File: src/rtl/target_direction_tracker.sv
`default_nettype none
// +----------------------------------------------------------------------------+
// | Module  : target_direction_tracker                                         |
// | Purpose : per-frame x-centroid of target-matched pixels -> bearing (deg)   |
// |           -> hysteresis-filtered 3-bit steering command for the display.   |
// | Rev     : 1.0  initial release                                             |
// +----------------------------------------------------------------------------+
module target_direction_tracker #(
  parameter int FOV           = 25,
  parameter int IMG_WIDTH     = 640,
  parameter int IMG_HEIGHT    = 480,
  parameter int MIN_PIXELS    = 64,
  parameter int STABLE_FRAMES = 3,
  localparam int DIR_W        = $clog2(FOV) + 1
) (
  input  logic             clk,
  input  logic             reset,
  input  logic             pix_valid,
  input  logic             pix_sop,
  input  logic             pix_eop,
  input  logic             pix_match,
  output logic [2:0]       command,
  output logic [DIR_W-1:0] direction,
  output logic             target_present,
  output logic             frame_done,
  output logic             busy
);

  localparam int CNT_W  = $clog2(IMG_WIDTH * IMG_HEIGHT + 1);
  localparam int SUM_W  = $clog2(IMG_WIDTH * IMG_WIDTH * IMG_HEIGHT);
  localparam int COL_W  = (IMG_WIDTH > 1) ? $clog2(IMG_WIDTH) : 1;
  localparam int WIDE_W = SUM_W + DIR_W + 1;
  localparam int STEP_W = $clog2(DIR_W);
  localparam int STAB_W = $clog2(STABLE_FRAMES + 1);
  localparam int T1     = 1 * FOV / 5;
  localparam int T2     = 2 * FOV / 5;
  localparam int T3     = 3 * FOV / 5;
  localparam int T4     = 4 * FOV / 5;

  typedef enum logic [1:0] {
    S_IDLE   = 2'd0,
    S_DIVIDE = 2'd1,
    S_RESULT = 2'd2
  } state_t;

  state_t             r_state, w_state_next;
  logic               r_in_frame, r_close;
  logic [COL_W-1:0]   r_col, w_col_beat;
  logic [SUM_W-1:0]   r_sum, w_sum_base;
  logic [CNT_W-1:0]   r_cnt, w_cnt_base, r_cnt_snap;
  logic [WIDE_W-1:0]  r_num, r_den, w_trial;
  logic [DIR_W-1:0]   r_quot;
  logic [STEP_W-1:0]  r_step;
  logic               w_take, w_discard, w_load, w_fits, w_present;
  logic [2:0]         r_pending, w_cand;
  logic [STAB_W-1:0]  r_stable, w_stab_next;

  // A frame closing while a divide is running (or about to start) is dropped.
  assign w_take     = pix_valid && (pix_sop || r_in_frame);
  assign w_discard  = (r_state == S_DIVIDE) || r_close;
  assign w_col_beat = pix_sop ? '0 :
                      (r_col == COL_W'(IMG_WIDTH - 1)) ? '0 : r_col + COL_W'(1);
  assign w_sum_base = pix_sop ? '0 : r_sum;
  assign w_cnt_base = pix_sop ? '0 : r_cnt;

  always_ff @(posedge clk) begin
    if (reset) begin
      r_in_frame <= 1'b0;
      r_close    <= 1'b0;
      r_col      <= '0;
      r_sum      <= '0;
      r_cnt      <= '0;
    end else begin
      r_close <= 1'b0;
      if (w_take) begin
        r_col      <= w_col_beat;
        r_sum      <= w_sum_base + (pix_match ? SUM_W'(w_col_beat) : '0);
        r_cnt      <= w_cnt_base + CNT_W'(pix_match);
        r_in_frame <= !pix_eop;
        r_close    <= pix_eop && !w_discard;
      end
    end
  end

  always_ff @(posedge clk) begin
    if (reset) r_state <= S_IDLE;
    else       r_state <= w_state_next;
  end

  always_comb begin
    w_state_next = r_state;
    w_load       = 1'b0;
    busy         = 1'b0;
    case (r_state)
      S_IDLE: begin
        if (r_close) begin
          w_load       = 1'b1;
          w_state_next = S_DIVIDE;
        end
      end
      S_DIVIDE: begin
        busy = 1'b1;
        if (r_step == '0) w_state_next = S_RESULT;
      end
      S_RESULT: w_state_next = S_IDLE;
      default:  w_state_next = S_IDLE;
    endcase
  end

  // Restoring divide, quotient bits produced MSB first.
  assign w_trial = r_den << r_step;
  assign w_fits  = (r_num >= w_trial);

  always_ff @(posedge clk) begin
    if (reset) begin
      r_num      <= '0;
      r_den      <= '0;
      r_quot     <= '0;
      r_step     <= '0;
      r_cnt_snap <= '0;
    end else if (w_load) begin
      r_num      <= WIDE_W'(r_sum) * WIDE_W'(FOV);
      r_den      <= WIDE_W'(r_cnt) * WIDE_W'(IMG_WIDTH);
      r_cnt_snap <= r_cnt;
      r_quot     <= '0;
      r_step     <= STEP_W'(DIR_W - 1);
    end else if (r_state == S_DIVIDE) begin
      if (w_fits) r_num <= r_num - w_trial;
      r_quot <= {r_quot[DIR_W-2:0], w_fits};
      r_step <= r_step - STEP_W'(1);
    end
  end

  always_comb begin
    w_present   = (r_cnt_snap >= CNT_W'(MIN_PIXELS));
    w_cand      = 3'd0;
    w_stab_next = STAB_W'(1);
    if (w_present) begin
      if      (r_quot < DIR_W'(T1)) w_cand = 3'd1;
      else if (r_quot < DIR_W'(T2)) w_cand = 3'd2;
      else if (r_quot < DIR_W'(T3)) w_cand = 3'd3;
      else if (r_quot < DIR_W'(T4)) w_cand = 3'd4;
      else                          w_cand = 3'd5;
    end
    if (w_cand == r_pending)
      w_stab_next = (r_stable >= STAB_W'(STABLE_FRAMES)) ? r_stable : r_stable + STAB_W'(1);
  end

  always_ff @(posedge clk) begin
    if (reset) begin
      command        <= 3'd0;
      direction      <= '0;
      target_present <= 1'b0;
      frame_done     <= 1'b0;
      r_pending      <= 3'd0;
      r_stable       <= '0;
    end else begin
      frame_done <= 1'b0;
      if (r_state == S_RESULT) begin
        frame_done     <= 1'b1;
        r_pending      <= w_cand;
        r_stable       <= w_stab_next;
        target_present <= w_present;
        if (w_present) direction <= r_quot;
        if (w_stab_next >= STAB_W'(STABLE_FRAMES)) command <= w_cand;
      end
    end
  end

endmodule
`default_nettype wire

File: config.mk
export PLATFORM = sky130hd
export DESIGN_NAME = target_direction_tracker
export DESIGN_NICKNAME = d
export VERILOG_FILES = /design/src/rtl/target_direction_tracker.sv
export SDC_FILE = /design/constraint.sdc
export NUM_CORES = 1
export LEC_CHECK = 0
export ABC_AREA = 1
export BUFFER_PORTS_ARGS = -buffer_cell sky130_fd_sc_hd__buf_2
export CAP_MARGIN = 20
export CELL_PAD_IN_SITES_DETAIL_PLACEMENT = 1
export CELL_PAD_IN_SITES_GLOBAL_PLACEMENT = 1
export CORE_AREA = 2 2 187 189
export DETAILED_ROUTE_END_ITERATION = 10
export DIE_AREA = 0 0 189 191
export GPL_ROUTABILITY_DRIVEN = 0
export HOLD_SLACK_MARGIN = 0.05
export PLACE_DENSITY = 0.93
export SYNTH_ARGS = -nofsm -noshare
export SYNTH_HDL_FRONTEND = slang
export SYNTH_SLANG_ARGS = --single-unit
File: constraint.sdc
create_clock -name clk -period 4.27 [get_ports clk]
set_input_delay 0.854 -clock clk [delete_from_list [all_inputs] [get_ports clk]]
set_output_delay 0.854 -clock clk [all_outputs]
set_load 0.02 [all_outputs]
==> impl_metrics.py <==
metrics = {
    "layout": {
        "diodes": 0,
        "fillers": 4752,
        "drive_gt1_frac": 0.0378,
        "multi_input_area_mm2": 0.0102,
        "seqCellArea_mm2": 0.00310,
        "stdcell_count": 3074,
        "nets": 2803,
        "syn_to_final_growth_pct": 6.71,
    },
    "grt": {
        "grt_pass1_wl_um": 90000,
        "grt_usage": 0.307,
        "grt_max_degree": 93,
        "antenna_found_initial": 0,
        "grt_pass1_vias": 17900,
        "overflow": 0,
    },
    "sta": {
        "tns_ps": 0,
        "min_period_over_period": 0.914,
        "worst_pin_slew_ps": 1040,
        "drv_slew": 0,
        "hold_viol_final": 0,
        "fin_skew_ps": 15.8,
        "rsz0062_at_grt": "no",
        "fmax_mhz": 256,
        "fin_crit_ps": 3900,
        "setup-violations-final": 0,
        "maxSlewHeadroom": 0.309,
    },
    "placed_design": {
        "dp_cells": 3042,
        "io_buffers": 17,
        "dp_hpwl_um": 42400,
    },
    "floorplan": {
        "start_util": 0.456,
        "die_w_um": 189,
        "core_mm2": 0.0341,
        "design.die.area_mm2": 0.0361,
        "rows": 68,
        "fp.dieH_um": 191,
        "num_io_pins": 18,
    },
    "critical_path": {
        "required_ps": 4630,
        "end_kind": "register",
        "critPathMaxFanout": 14,
        "cp.arrival_ps": 4260,
        "crit_type": "register to register",
        "critPathLaunchType": "register",
    },
    "synth": {
        "synth_cell_types": 51,
        "synth-seq-area-share": 0.200,
        "yosysWarnings": 0,
        "syn_avg_cell_area_um2": 5.93,
        "synthSimpleGateAreaFrac": 0.357,
        "syn_inst": 2623,
        "syn_nets": 2819,
        "synth_fa_ha_area_frac": 0.165,
        "syn_area_mm2": 0.0155,
        "synth-main-ff-cell": "dfxtp_1",
        "yosysTopAreaCell": "dfxtp_1",
        "synth_common_cells": "762 x nand2_1, 505 x inv_1, 277 x nor2_1, 165 x ha_1, 165 x o21ai_0",
        "async_flop_share": 0,
        "synth_top_family_by_area": "simple AND/OR/NAND/NOR gates",
        "synth_edf_count": 0,
        "netlist.area_leader.share": 0.200,
        "synth_mux_area_frac": 0.00322,
        "yosysMostFrequentCell": "nand2_1",
        "synth-compound-area-share": 0.117,
        "synth_xor_area_frac": 0.0158,
        "synth_seq_cells": 155,
        "synth_area_leaders": "dfxtp_1 20%, nand2_1 18%, ha_1 13%",
    },
    "cts": {
        "ctsHoldBuffers": 0,
        "path_clk_slew_ps": 80,
        "postCtsSetupRepairBufs": 0,
        "cts.sinks": 155,
        "h-tree-depth": 4,
        "clock_latency_ps": 460,
        "ctsRootBufferMaster": "clkbuf_16",
        "cts_resized": 0,
        "cts_tree": "yes",
        "clock_path_buffers": 2,
        "cts_made_buffers": 17,
    },
    "route": {
        "vias": 17000,
        "drc_errors": 0,
        "final_antenna_net_count": 0,
        "firstDrtPassIters": 5,
        "drt-wirelength-per-cell_um": 18.0,
        "wirelength_um": 55300,
        "avgViaCountPerCell": 5.54,
        "drtIter0Drc": 1064,
    },
    "pwr": {
        "peakVddDrop_v": 0.000374,
        "p_leak_nw": 9.10,
        "power.density_mw_per_mm2": 315,
    },
    "min_path": {
        "min_path_type": "register to register",
    },
    "job": {
        "drv_cap": 0,
    },
    "outcome": {
        "status": "finished, final reports clean",
    },
}
power breakdown:
part	internal, mW	switching [mW]
clock	0.873	0.737
combinational	0.612	1.44
sequential	1.50	0.0585
total	2.98	2.24
final timing paths:
check	from	to	slack (ps)	cells past startpoint
worst max-delay path	r_step[0]	r_num[11]	370	19
worst min-delay path	r_cnt_snap[18]	r_cnt_snap[18]	470	2
worst max register to register	r_step[0]	r_num[11]	370	19
worst min register to register	r_cnt_snap[18]	r_cnt_snap[18]	470	2
registers in the layout (all words and copies together), names as in the netlist, 2 cells and up:
name,count
r_num,34
r_sum,28
r_den,20
r_cnt,19
r_cnt_snap,15
r_col,10
direction,6
r_quot,6
command,3
r_pending,3
r_step,3
r_stable,2
r_state,2
worst max-delay path, stage by stage (launching register included):
cell	delay (ps)
dfxtp_1	550
clkinv_1	400
o21ai_0	340
mux2i_1	170
nand2_1	90
o21ai_0	160
ha_1	430
nand2_1	180
inv_1	60
nand2_1	70
nand2_1	90
nand2_1	80
nand3_1	70
a21oi_1	230
nand3_1	140
nand2_2	160
nand2_4	150
nand2_1	130
nand2_1	60
nor2_1	230
layout by cell type, fill, tap and decap left out, types with 4 or more instances in the layout:
cell type / synthesis / final
a21oi_1: 139 / 139
buf_2: 10 / 17
buf_4: 5 / 10
or2_2: 9 / 9
ha_1: 165 / 165
mux2i_1: 5 / 5
o21bai_1: 4 / 4
o22ai_1: 7 / 7
xnor2_1: 12 / 12
xor2_1: 16 / 16
nand3b_1: 16 / 16
nor2_1: 277 / 277
o21ai_0: 165 / 165
nor3_1: 29 / 29
fa_1: 25 / 25
nand3_1: 164 / 163
and2_1: 9 / 9
nand2_1: 762 / 762
inv_1: 505 / 504
o211ai_1: 4 / 4
dfxtp_1: 155 / 155
nand2_2: 8 / 8
nor4_1: 6 / 6
a21o_1: 6 / 6
nand4_1: 27 / 27
inv_6: 0 / 4
clkbuf_16: 0 / 17
nor2_2: 8 / 8
a31oi_1: 5 / 5
stage by stage:
stage / area, µm² / power, mW / utilization / hold WS, ps / setup slack, ps
4_1_cts: 16600 / 5.19 / 0.485 / 468 / 460
2_1_floorplan: 15500 / 2.99 / - / 399 / 963
3_3_place_gp: 16000 / 3.47 / 0.468 / 441 / 800
5_1_grt: 16600 / 5.51 / 0.486 / 486 / 16.0
6_report: 16600 / 5.22 / 0.486 / 469 / 367
3_5_place_dp: 16000 / 3.57 / 0.468 / 451 / 529
kinds of logic after synthesis:
family	Yosys count
xor+xnor	28
simple gates	1329
mux	5
flops	155
buf+inv	572
fa+ha+maj	190
compound gates	344
metal layers:
metal	share of wire	global-route usage
met1	0.44	0.377
met2	0.49	0.536
met3	0.037	0.0347
met4	0.039	0.149
met5	0	0
cell type report:
cell class | count | area share
flip-flops and latches | 155 | 0.187
clock buffers | 17 | 0.0256
repair buffers | 28 | 0.0113
clock inverters | 14 | 0.00981
multi-input cells | 1896 | 0.617
well taps | 455 | 0.0343
inverters | 509 | 0.115
No activity file was read; power rests on OpenSTA's default activity.
